### config.mk
export PLATFORM = sky130hd
export DESIGN_NAME = window_result_collector
export DESIGN_NICKNAME = d
export VERILOG_FILES = /design/src/rtl/window_result_collector.sv
export SDC_FILE = /design/constraint.sdc
export NUM_CORES = 1
export LEC_CHECK = 0
export ABC_CLOCK_PERIOD_IN_PS = 10000
export CORE_ASPECT_RATIO = 2
export CORE_MARGIN = 2
export CORE_UTILIZATION = 65
export CTS_CLUSTER_DIAMETER = 80
export DETAILED_ROUTE_END_ITERATION = 16
export GPL_ROUTABILITY_DRIVEN = 0
export GPL_TIMING_DRIVEN = 1
export PLACE_DENSITY_LB_ADDON = 0.12
export SLEW_MARGIN = 20
export SYNTH_ARGS = -nofsm -noshare
export SYNTH_HDL_FRONTEND = slang
export SYNTH_SLANG_ARGS = --single-unit
### constraint.sdc
create_clock -name clk -period 10 [get_ports clk]
set_clock_uncertainty 0.1 [all_clocks]
set_input_delay 2 -clock clk [delete_from_list [all_inputs] [get_ports clk]]
set_output_delay 2 -clock clk [all_outputs]
set_load 0.01 [all_outputs]
### src/rtl/window_result_collector.sv
// -----------------------------------------------------------------------------
// window_result_collector
//
// Downstream end of the sliding-window convolution path. One signed filter
// result arrives per pixel pushed into the window, in raster order. Results
// from partially filled windows are dropped: those in the first K-1 rows and
// the first K-1 columns of every row. Each surviving result is packed to
// WORD_SIZE bits and written to the output frame buffer. The write address is
// linear over an (ROW_WIDTH-K+1) x (NUM_ROWS-K+1) image.
//
// The upstream pipeline cannot stall. A small FIFO therefore absorbs
// frame-buffer backpressure. If the FIFO is full and no pop happens in the
// same cycle, a kept result is dropped and the sticky overflow flag is set.
// The output index still advances, so later addresses remain geometrically
// correct.
//
// Optional feature macro: CLAMP_EN
//   defined   : results saturate to the unsigned range [0, 2^WORD_SIZE-1]
//   undefined : results are truncated to their low WORD_SIZE bits
//
// Ports
//   clk         in   clock; all logic runs on the rising edge
//   reset       in   synchronous, active-high reset
//   start       in   begin collecting a new frame (honoured only in IDLE)
//   in_valid    in   in_data is valid (one per pixel pushed into the window)
//   in_data     in   signed filter result for the window ending at this pixel
//   wr_ready    in   frame buffer accepts a write this cycle
//   wr_en       out  write request; a transfer occurs on wr_en && wr_ready
//   wr_addr     out  linear output address (FIFO head)
//   wr_data     out  packed pixel (FIFO head)
//   busy        out  high while collecting (RUN) or draining (DRAIN)
//   frame_done  out  one-cycle pulse after the last write of the frame
//   overflow    out  sticky: a kept result was lost to a full FIFO
// -----------------------------------------------------------------------------
module window_result_collector #(
  parameter int KERNEL_SIZE = 3,
  parameter int ROW_WIDTH   = 800,
  parameter int NUM_ROWS    = 600,
  parameter int WORD_SIZE   = 8,
  parameter int ACC_WIDTH   = 16,
  parameter int FIFO_DEPTH  = 8,
  localparam int OUT_W      = ROW_WIDTH - KERNEL_SIZE + 1,
  localparam int OUT_H      = NUM_ROWS - KERNEL_SIZE + 1,
  localparam int AW         = (OUT_W * OUT_H > 1) ? $clog2(OUT_W * OUT_H) : 1
) (
  input  logic                        clk,
  input  logic                        reset,
  input  logic                        start,
  input  logic                        in_valid,
  input  logic signed [ACC_WIDTH-1:0] in_data,
  input  logic                        wr_ready,
  output logic                        wr_en,
  output logic [AW-1:0]               wr_addr,
  output logic [WORD_SIZE-1:0]        wr_data,
  output logic                        busy,
  output logic                        frame_done,
  output logic                        overflow
);

  localparam int CW   = (ROW_WIDTH > 1) ? $clog2(ROW_WIDTH) : 1;
  localparam int RW   = (NUM_ROWS > 1) ? $clog2(NUM_ROWS) : 1;
  localparam int PW   = $clog2(FIFO_DEPTH);
  localparam int CNTW = PW + 1;
  localparam int EW   = AW + WORD_SIZE;

  localparam logic [1:0] S_IDLE  = 2'd0;
  localparam logic [1:0] S_RUN   = 2'd1;
  localparam logic [1:0] S_DRAIN = 2'd2;

  localparam logic [CW-1:0]   COL_LAST = CW'(ROW_WIDTH - 1);
  localparam logic [CW-1:0]   COL_KEEP = CW'(KERNEL_SIZE - 1);
  localparam logic [RW-1:0]   ROW_LAST = RW'(NUM_ROWS - 1);
  localparam logic [RW-1:0]   ROW_KEEP = RW'(KERNEL_SIZE - 1);
  localparam logic [CNTW-1:0] CNT_FULL = CNTW'(FIFO_DEPTH);

`ifdef CLAMP_EN
  localparam logic signed [ACC_WIDTH-1:0] SAT_MAX = ACC_WIDTH'((2 ** WORD_SIZE) - 1);
`endif

  // Reduce a signed filter result to an output pixel.
  function automatic logic [WORD_SIZE-1:0] pack_word(input logic signed [ACC_WIDTH-1:0] v);
    logic [WORD_SIZE-1:0] r;
`ifdef CLAMP_EN
    if (v[ACC_WIDTH-1]) begin
      r = '0;
    end else if (v > SAT_MAX) begin
      r = '1;
    end else begin
      r = v[WORD_SIZE-1:0];
    end
`else
    r = v[WORD_SIZE-1:0];
`endif
    return r;
  endfunction

  logic [1:0]           state_q, state_d;
  logic [CW-1:0]        col_q, col_d;
  logic [RW-1:0]        row_q, row_d;
  logic [AW-1:0]        idx_q, idx_d;
  logic                 ovf_q, ovf_d;
  logic                 done_q, done_d;
  logic                 busy_q, busy_d;
  logic                 wr_en_q, wr_en_d;
  logic [PW-1:0]        wptr_q, wptr_d;
  logic [PW-1:0]        rptr_q, rptr_d;
  logic [CNTW-1:0]      cnt_q, cnt_d;
  logic [EW-1:0]        mem_q [FIFO_DEPTH];

  logic accept_s, keep_s, full_s, pop_s, push_s, drop_s;

  // The keep decision uses the pre-increment column and row.
  // A push into a full FIFO is still legal when the head leaves in the same cycle.
  assign accept_s = (state_q == S_RUN) && in_valid;
  assign keep_s   = accept_s && (col_q >= COL_KEEP) && (row_q >= ROW_KEEP);
  assign full_s   = (cnt_q == CNT_FULL);
  assign pop_s    = (cnt_q != '0) && wr_ready;
  assign push_s   = keep_s && (!full_s || pop_s);
  assign drop_s   = keep_s && full_s && !pop_s;

  // FIFO pointer and occupancy next-state.
  always_comb begin
    wptr_d = push_s ? (wptr_q + PW'(1)) : wptr_q;
    rptr_d = pop_s ? (rptr_q + PW'(1)) : rptr_q;
    case ({push_s, pop_s})
      2'b10:   cnt_d = cnt_q + CNTW'(1);
      2'b01:   cnt_d = cnt_q - CNTW'(1);
      default: cnt_d = cnt_q;
    endcase
    wr_en_d = (cnt_d != '0);
  end

  // Frame FSM, raster position and output index next-state.
  always_comb begin
    state_d = state_q;
    col_d   = col_q;
    row_d   = row_q;
    idx_d   = idx_q;
    ovf_d   = ovf_q;
    done_d  = 1'b0;
    case (state_q)
      S_IDLE: begin
        if (start) begin
          state_d = S_RUN;
          col_d   = '0;
          row_d   = '0;
          idx_d   = '0;
          ovf_d   = 1'b0;
        end else begin
          state_d = S_IDLE;
        end
      end
      S_RUN: begin
        if (in_valid) begin
          if (col_q == COL_LAST) begin
            col_d = '0;
            if (row_q == ROW_LAST) begin
              state_d = S_DRAIN;
            end else begin
              row_d = row_q + RW'(1);
            end
          end else begin
            col_d = col_q + CW'(1);
          end
          // Dropped results still consume an address.
          if (keep_s) begin
            idx_d = idx_q + AW'(1);
          end else begin
            idx_d = idx_q;
          end
          if (drop_s) begin
            ovf_d = 1'b1;
          end else begin
            ovf_d = ovf_q;
          end
        end else begin
          state_d = S_RUN;
        end
      end
      S_DRAIN: begin
        // Leave on the edge that empties the FIFO. frame_done then follows the
        // last write by one cycle.
        if (cnt_d == '0) begin
          state_d = S_IDLE;
          done_d  = 1'b1;
        end else begin
          state_d = S_DRAIN;
        end
      end
      default: begin
        state_d = S_IDLE;
      end
    endcase
    busy_d = (state_d == S_RUN) || (state_d == S_DRAIN);
  end

  // State, counters, FIFO storage and registered outputs.
  always_ff @(posedge clk) begin
    if (reset) begin
      state_q <= S_IDLE;
      col_q   <= '0;
      row_q   <= '0;
      idx_q   <= '0;
      ovf_q   <= 1'b0;
      done_q  <= 1'b0;
      busy_q  <= 1'b0;
      wr_en_q <= 1'b0;
      wptr_q  <= '0;
      rptr_q  <= '0;
      cnt_q   <= '0;
      for (int i = 0; i < FIFO_DEPTH; i++) begin
        mem_q[i] <= '0;
      end
    end else begin
      state_q <= state_d;
      col_q   <= col_d;
      row_q   <= row_d;
      idx_q   <= idx_d;
      ovf_q   <= ovf_d;
      done_q  <= done_d;
      busy_q  <= busy_d;
      wr_en_q <= wr_en_d;
      wptr_q  <= wptr_d;
      rptr_q  <= rptr_d;
      cnt_q   <= cnt_d;
      if (push_s) begin
        mem_q[wptr_q] <= {idx_q, pack_word(in_data)};
      end
    end
  end

  assign wr_en                = wr_en_q;
  assign {wr_addr, wr_data}   = mem_q[rptr_q];
  assign busy                 = busy_q;
  assign frame_done           = done_q;
  assign overflow             = ovf_q;

endmodule

==> impl_metrics.ini, run 1 <==
[worst_setup_path]
r2r_slack_ns = 6.35
start_kind = register
required_ns = 7.90
worstSetupEndpointType = primary output
critPathMaxFanout = 54
crit_type = reg2out
cp.arrival_ns = 2.92

[routing]
vias = 7367
viasPerCell = 6.08
drc = 0
firstDrtPassIters = 4
routed_wl_um = 27400
wl_per_cell_um = 22.6
drt_iter0_drc = 398
ant_nets = 0

[clock_network]
cts-buffers-inserted = 23
clockBufferDepth = 3
cts_root_buf = clkbuf_16
clock_latency_ns = 0.52
ctsHoldBuffers = 0
post_cts_resized = 0
cts_tree = done
h-tree-depth = 1
cts_setup_buffers = 0
cts_num_sinks = 274
clk_pin_slew_ns = 0.06

[synthesis]
synth-edff-count = 216
yosysMostFrequentCell = and2_1
synthFlopType = edfxtp_1
yosysSeqAreaShare_pct = 60.6
synth_fp_nets = 951
yosys-top-cells-count = 217 x and2_1, 216 x edfxtp_1, 59 x nor2_1
synth_area_leader_cell = edfxtp_1
synthDistinctLibCells = 56
ys.warnings.count = 0
synth.area.top_cells = edfxtp_1 51%, and2_1 11%, mux4_2 9.6%
avgSynthCellArea_um2 = 13.7
ys_ff_latch = 274
syn_area_um2 = 12600
async_reset_ff_share_pct = 0
syn_inst = 920
synth_top_cell_area_share_pct = 51.4

[sta]
finalSetupViolCount = 0
finalCritPeriodShare_pct = 50.2
final_max_slew_viol_count = 0
tns_ns = 0
rsz0062_at_grt = no
slew_headroom_pct = 35.1
fmax_ghz = 0.199
tightest_slew_ns = 0.973
min_period_ns = 5.02
timing.hold.ws_ns = 0.424
timing_hold_violations_final = 0

[floorplan]
core_um2 = 19200
die_area_um2 = 20600
die_h_um = 201
io_pins = 52
start_util_pct = 65.8
die_width_um = 103
rows = 72

[layout]
fillerInstances = 1255
antennaDiodeCount = 0
nNetsFinal = 969
areaGrowthSynthToFinish_pct = 9.89
drive_gt1_share_pct = 15.9

[status]
outcome = finished, final reports clean

[grt]
grt_pass1_wl_um = 42800
grt_max_degree = 55
grt_pass1_vias = 8125
antenna_found_initial = 0
grtUsageTotal_pct = 27.9
grt_overflow_total = 0

[place]
dpl.hpwl_um = 16200
portBuffers = 43

[power]
power_density_nw_per_um2 = 188
netSwitchingFraction_pct = 24.8
p_clk_share_pct = 31.0
p_leak_nw = 4.82
seqPwrFrac_pct = 50.0
p_comb_share_pct = 19.0
switchingPower_mw = 0.644
ir_drop_mv = 0.148
p_int_mw = 1.96

[run]
drv_cap = 0

[hold_path]
hold_class = reg2reg
[path summary, 6_finish.rpt]
kind                                               to  cells after the start                   start
worst min register to register               register                      2  rptr_q[2]$_SDFFE_PP0P_
worst max-delay path                      wr_addr[10]                      4                register
worst min-delay path                         register                      2  rptr_q[2]$_SDFFE_PP0P_
worst max register to register  state_q[1]$_SDFF_PP0_                     12   row_q[3]$_SDFFE_PP0P_
[placed cells by master (no fill, tap or decap), types with 13 or more instances in the layout]
master / instances
nor2_1: 59
xor2_1: 15
nand3_1: 16
or2_2: 13
dfxtp_1: 56
and2_1: 217
xnor2_1: 22
clkdlybuf4s50_1: 43
nand2_1: 31
mux2_2: 27
mux4_2: 54
edfxtp_1: 216
clkbuf_16: 23
[metrics by stage]
step                      instance area (um2)  utilization, %  setup slack, ns  std cells  power [mW]
after CTS                               13900            72.3             4.68       1212        2.62
after global routing                    13900            72.3             4.72       1212        2.70
final                                   13900            72.3             4.98       1212        2.60
after global placement                  13200            68.9             4.54       1172        1.80
after detailed placement                13200            68.9             4.48       1172        1.82
after floorplan                         12600               -             5.36        920        1.67
[logic make-up (layout without fill, tap and decap cells)]
family                   count (synthesis)  in the layout  share of synthesized area (%)
buffers and inverters                   71            104                           2.24
multiplexers                            86             86                           12.4
XOR/XNOR                                37             37                           2.57
flip-flops                             274            274                           60.6
AND/OR/NAND/NOR                        409            409                           19.1
adder cells (fa/ha/maj)                 10             10                           1.05
AO/OA/AOI/OAI                           33             33                           1.98
[worst max-delay path: stages (launching register included)]
cell and delay, ns:
dfxtp_4 0.34, buf_6 0.56, mux4_2 0.63, mux2_2 0.30
clkdlybuf4s50_1 0.48
[routing by layer]
| layer | vias to the layer above | part of all wire [%] | track usage, % |
|---|---|---|---|
| li1 | 3346 | - | - |
| met4 | 0 | 5.4 | 15.5 |
| met2 | 270 | 55 | 50.3 |
| met1 | 3645 | 34 | 31.0 |
| met5 | - | 0 | 0 |
| met3 | 106 | 5.4 | 3.24 |
[power groups by stage]
stage	combinational (mW)	clock (mW)	sequential, mW
after floorplan	0.355	0	1.31
after global placement	0.484	0	1.32
after detailed placement	0.497	0	1.32
after CTS	0.501	0.816	1.30
after global routing	0.534	0.859	1.30
final	0.493	0.807	1.30
[state kept, by name, summed over array words and instances, names as in the netlist, named ones only]
signal	flops
wr_en	1
state_q	2
col_q	10
row_q	10
overflow	1
wptr_q	3
rptr_q	3
busy	1
idx_q	19
cnt_q	4
mem_q	216
frame_done	1
[cell type report]
cell class	count	area (um2)	area share, %
multi-input combinational	575	4690	33.8
clock buffer	32	609	4.39
clock inverter	8	35.0	0.253
inverter	9	33.8	0.244
sequential	274	7650	55.2
timing repair buffer	55	524	3.78
tap	259	324	2.34
Power figures use the tool's default switching activity.
==> run 2, diff against run 1 <==
--- a/config.mk
+++ b/config.mk
@@ -5,10 +5,10 @@
 export SDC_FILE = /design/constraint.sdc
 export NUM_CORES = 1
 export LEC_CHECK = 0
-export ABC_CLOCK_PERIOD_IN_PS = 10000
+export ABC_CLOCK_PERIOD_IN_PS = 4400
 export CORE_ASPECT_RATIO = 2
 export CORE_MARGIN = 2
-export CORE_UTILIZATION = 65
+export CORE_UTILIZATION = 55
 export CTS_CLUSTER_DIAMETER = 80
 export DETAILED_ROUTE_END_ITERATION = 16
 export GPL_ROUTABILITY_DRIVEN = 0
==> constraint.sdc (replaced) <==
create_clock -name clk -period 4.4 [get_ports clk]
set_clock_uncertainty 0.1 [all_clocks]
set_input_delay 0.88 -clock clk [delete_from_list [all_inputs] [get_ports clk]]
set_output_delay 0.88 -clock clk [all_outputs]
set_load 0.01 [all_outputs]
==> impl_metrics.ini, run 2 (synthesis gave the netlist of run 1 again) <==
[worst_setup_path]
required_ns = 3.42
crit_chain = buf_4 > mux4_2 > mux2_2 > clkdlybuf4s50_1
crit_type = reg2out
rr_worst_depth = 15
worstSetupEndpointType = primary output
start_kind = register
slowest_delay_ns = 0.72
cp.arrival_ns = 2.91
critPathMaxFanout = 27
cp_slowest_cell = dfxtp_4

[power]
p_int_mw = 4.77
p_comb_share_pct = 17.1
switchingPower_mw = 1.51
p_leak_nw = 4.97
p_clk_share_pct = 34.7
power_density_nw_per_um2 = 443
ir_drop_mv = 0.342
seqPwrFrac_pct = 48.2
netSwitchingFraction_pct = 24.0

[grt]
grt_max_degree = 29
grt_overflow_total = 0
grt_pass1_wl_um = 44900
grtUsageTotal_pct = 24.2
antenna_found_initial = 0
grt_pass1_vias = 8266

[clock_network]
cts-buffers-inserted = 23
cts_setup_buffers = 0
clk_pin_slew_ns = 0.06
cts_num_sinks = 274
cts_tree = done
clockBufferDepth = 3
post_cts_resized = 0
ctsHoldBuffers = 0
clock_latency_ns = 0.52
cts_root_buf = clkbuf_16
h-tree-depth = 1

[place]
portBuffers = 43
dpl.hpwl_um = 17000
numPlacedInstances = 1207

[sta]
slew_headroom_pct = 39.3
finalSetupViolCount = 0
tns_ns = 0
final_max_slew_viol_count = 0
fmax_ghz = 0.257
timing_hold_violations_final = 0
timing.hold.ws_ns = 0.424
tightest_slew_ns = 0.910
min_period_ns = 3.89
rsz0062_at_grt = no
finalCritPeriodShare_pct = 88.3

[routing]
routed_wl_um = 28300
vias = 7454
viasPerCell = 5.97
wl_per_cell_um = 22.7
drt_iter0_drc = 405
ant_nets = 0
firstDrtPassIters = 4
drc = 0

[layout]
antennaDiodeCount = 0
largest_reg_flops = 216
reg_top3 = mem_q: 216 flops, idx_q: 19 flops
seq_area_um2 = 7650
final_cell_mix = 217 x and2_1, 216 x edfxtp_1, 59 x nor2_1, 56 x dfxtp_1, 54 x mux4_2
fillerInstances = 1751
final_common_cell = and2_1
final_cell_count_no_fill = 1248
largest_register = mem_q
areaGrowthSynthToFinish_pct = 12.2
multiInputGateArea_um2 = 4690
nNetsFinal = 983
drive_gt1_share_pct = 18.1

[floorplan]
io_pins = 52
rows = 78
die_width_um = 111
core_um2 = 22600
die_h_um = 218
die_area_um2 = 24200
start_util_pct = 55.7

[run]
drv_cap = 0

[hold_path]
hold_class = reg2reg
hold_depth = 2

[status]
outcome = finished, final reports clean
## run 2: final cells by class
cell class,instances,area share [%]
Tap cell,280,2.47
Clock inverter,15,1.43
Clock buffer,26,4.21
Timing Repair Buffer,69,4.51
Multi-Input combinational cell,575,33.1
Inverter,9,0.239
Sequential cell,274,54.0
## run 2: worst paths after layout
path | start | to | slack, ns
worst min register to register | rptr_q[2]$_SDFFE_PP0P_ | register | 0.42
worst min-delay path | rptr_q[2]$_SDFFE_PP0P_ | register | 0.42
worst max-delay path | register | wr_addr[0] | 0.51
worst max register to register | col_q[0]$_SDFFE_PP0P_ | state_q[1]$_SDFF_PP0_ | 0.57
## run 2: layer usage
metal,share of wire [%],wire (um),track usage (%),vias to the layer above
met2,56,15900,46.9,204
met3,3.8,1080,2.66,76
li1,-,-,-,3377
met5,0,0,0,-
met1,36,10200,26.2,3797
met4,3.9,1120,10.7,0
## run 2: worst max-delay path: cells and delay by family (launching register included)
family                 cells  cell delay [ns]
buffers and inverters      2             0.83
DFF                        1             0.72
muxes                      2             0.82
## run 2: power groups by stage
stage	registers (mW)	clock network, mW	logic, mW
detailed placement	3.09	0	1.09
finish	3.02	2.18	1.07
CTS	3.03	2.21	1.09
floorplan	2.98	0	0.807
global route	3.05	2.31	1.16
global placement	3.07	0	1.07
## run 2: through the flow
stage / setup slack, ns / instance area, um2 / utilization, % / power, mW
after floorplan: 0.882 / 12600 / - / 3.79
after CTS: 0.427 / 14200 / 62.6 / 6.33
after detailed placement: 0.221 / 13400 / 59.0 / 4.18
final: 0.513 / 14200 / 62.6 / 6.28
after global routing: 0.279 / 14200 / 62.6 / 6.52
after global placement: 0.323 / 13400 / 59.0 / 4.14
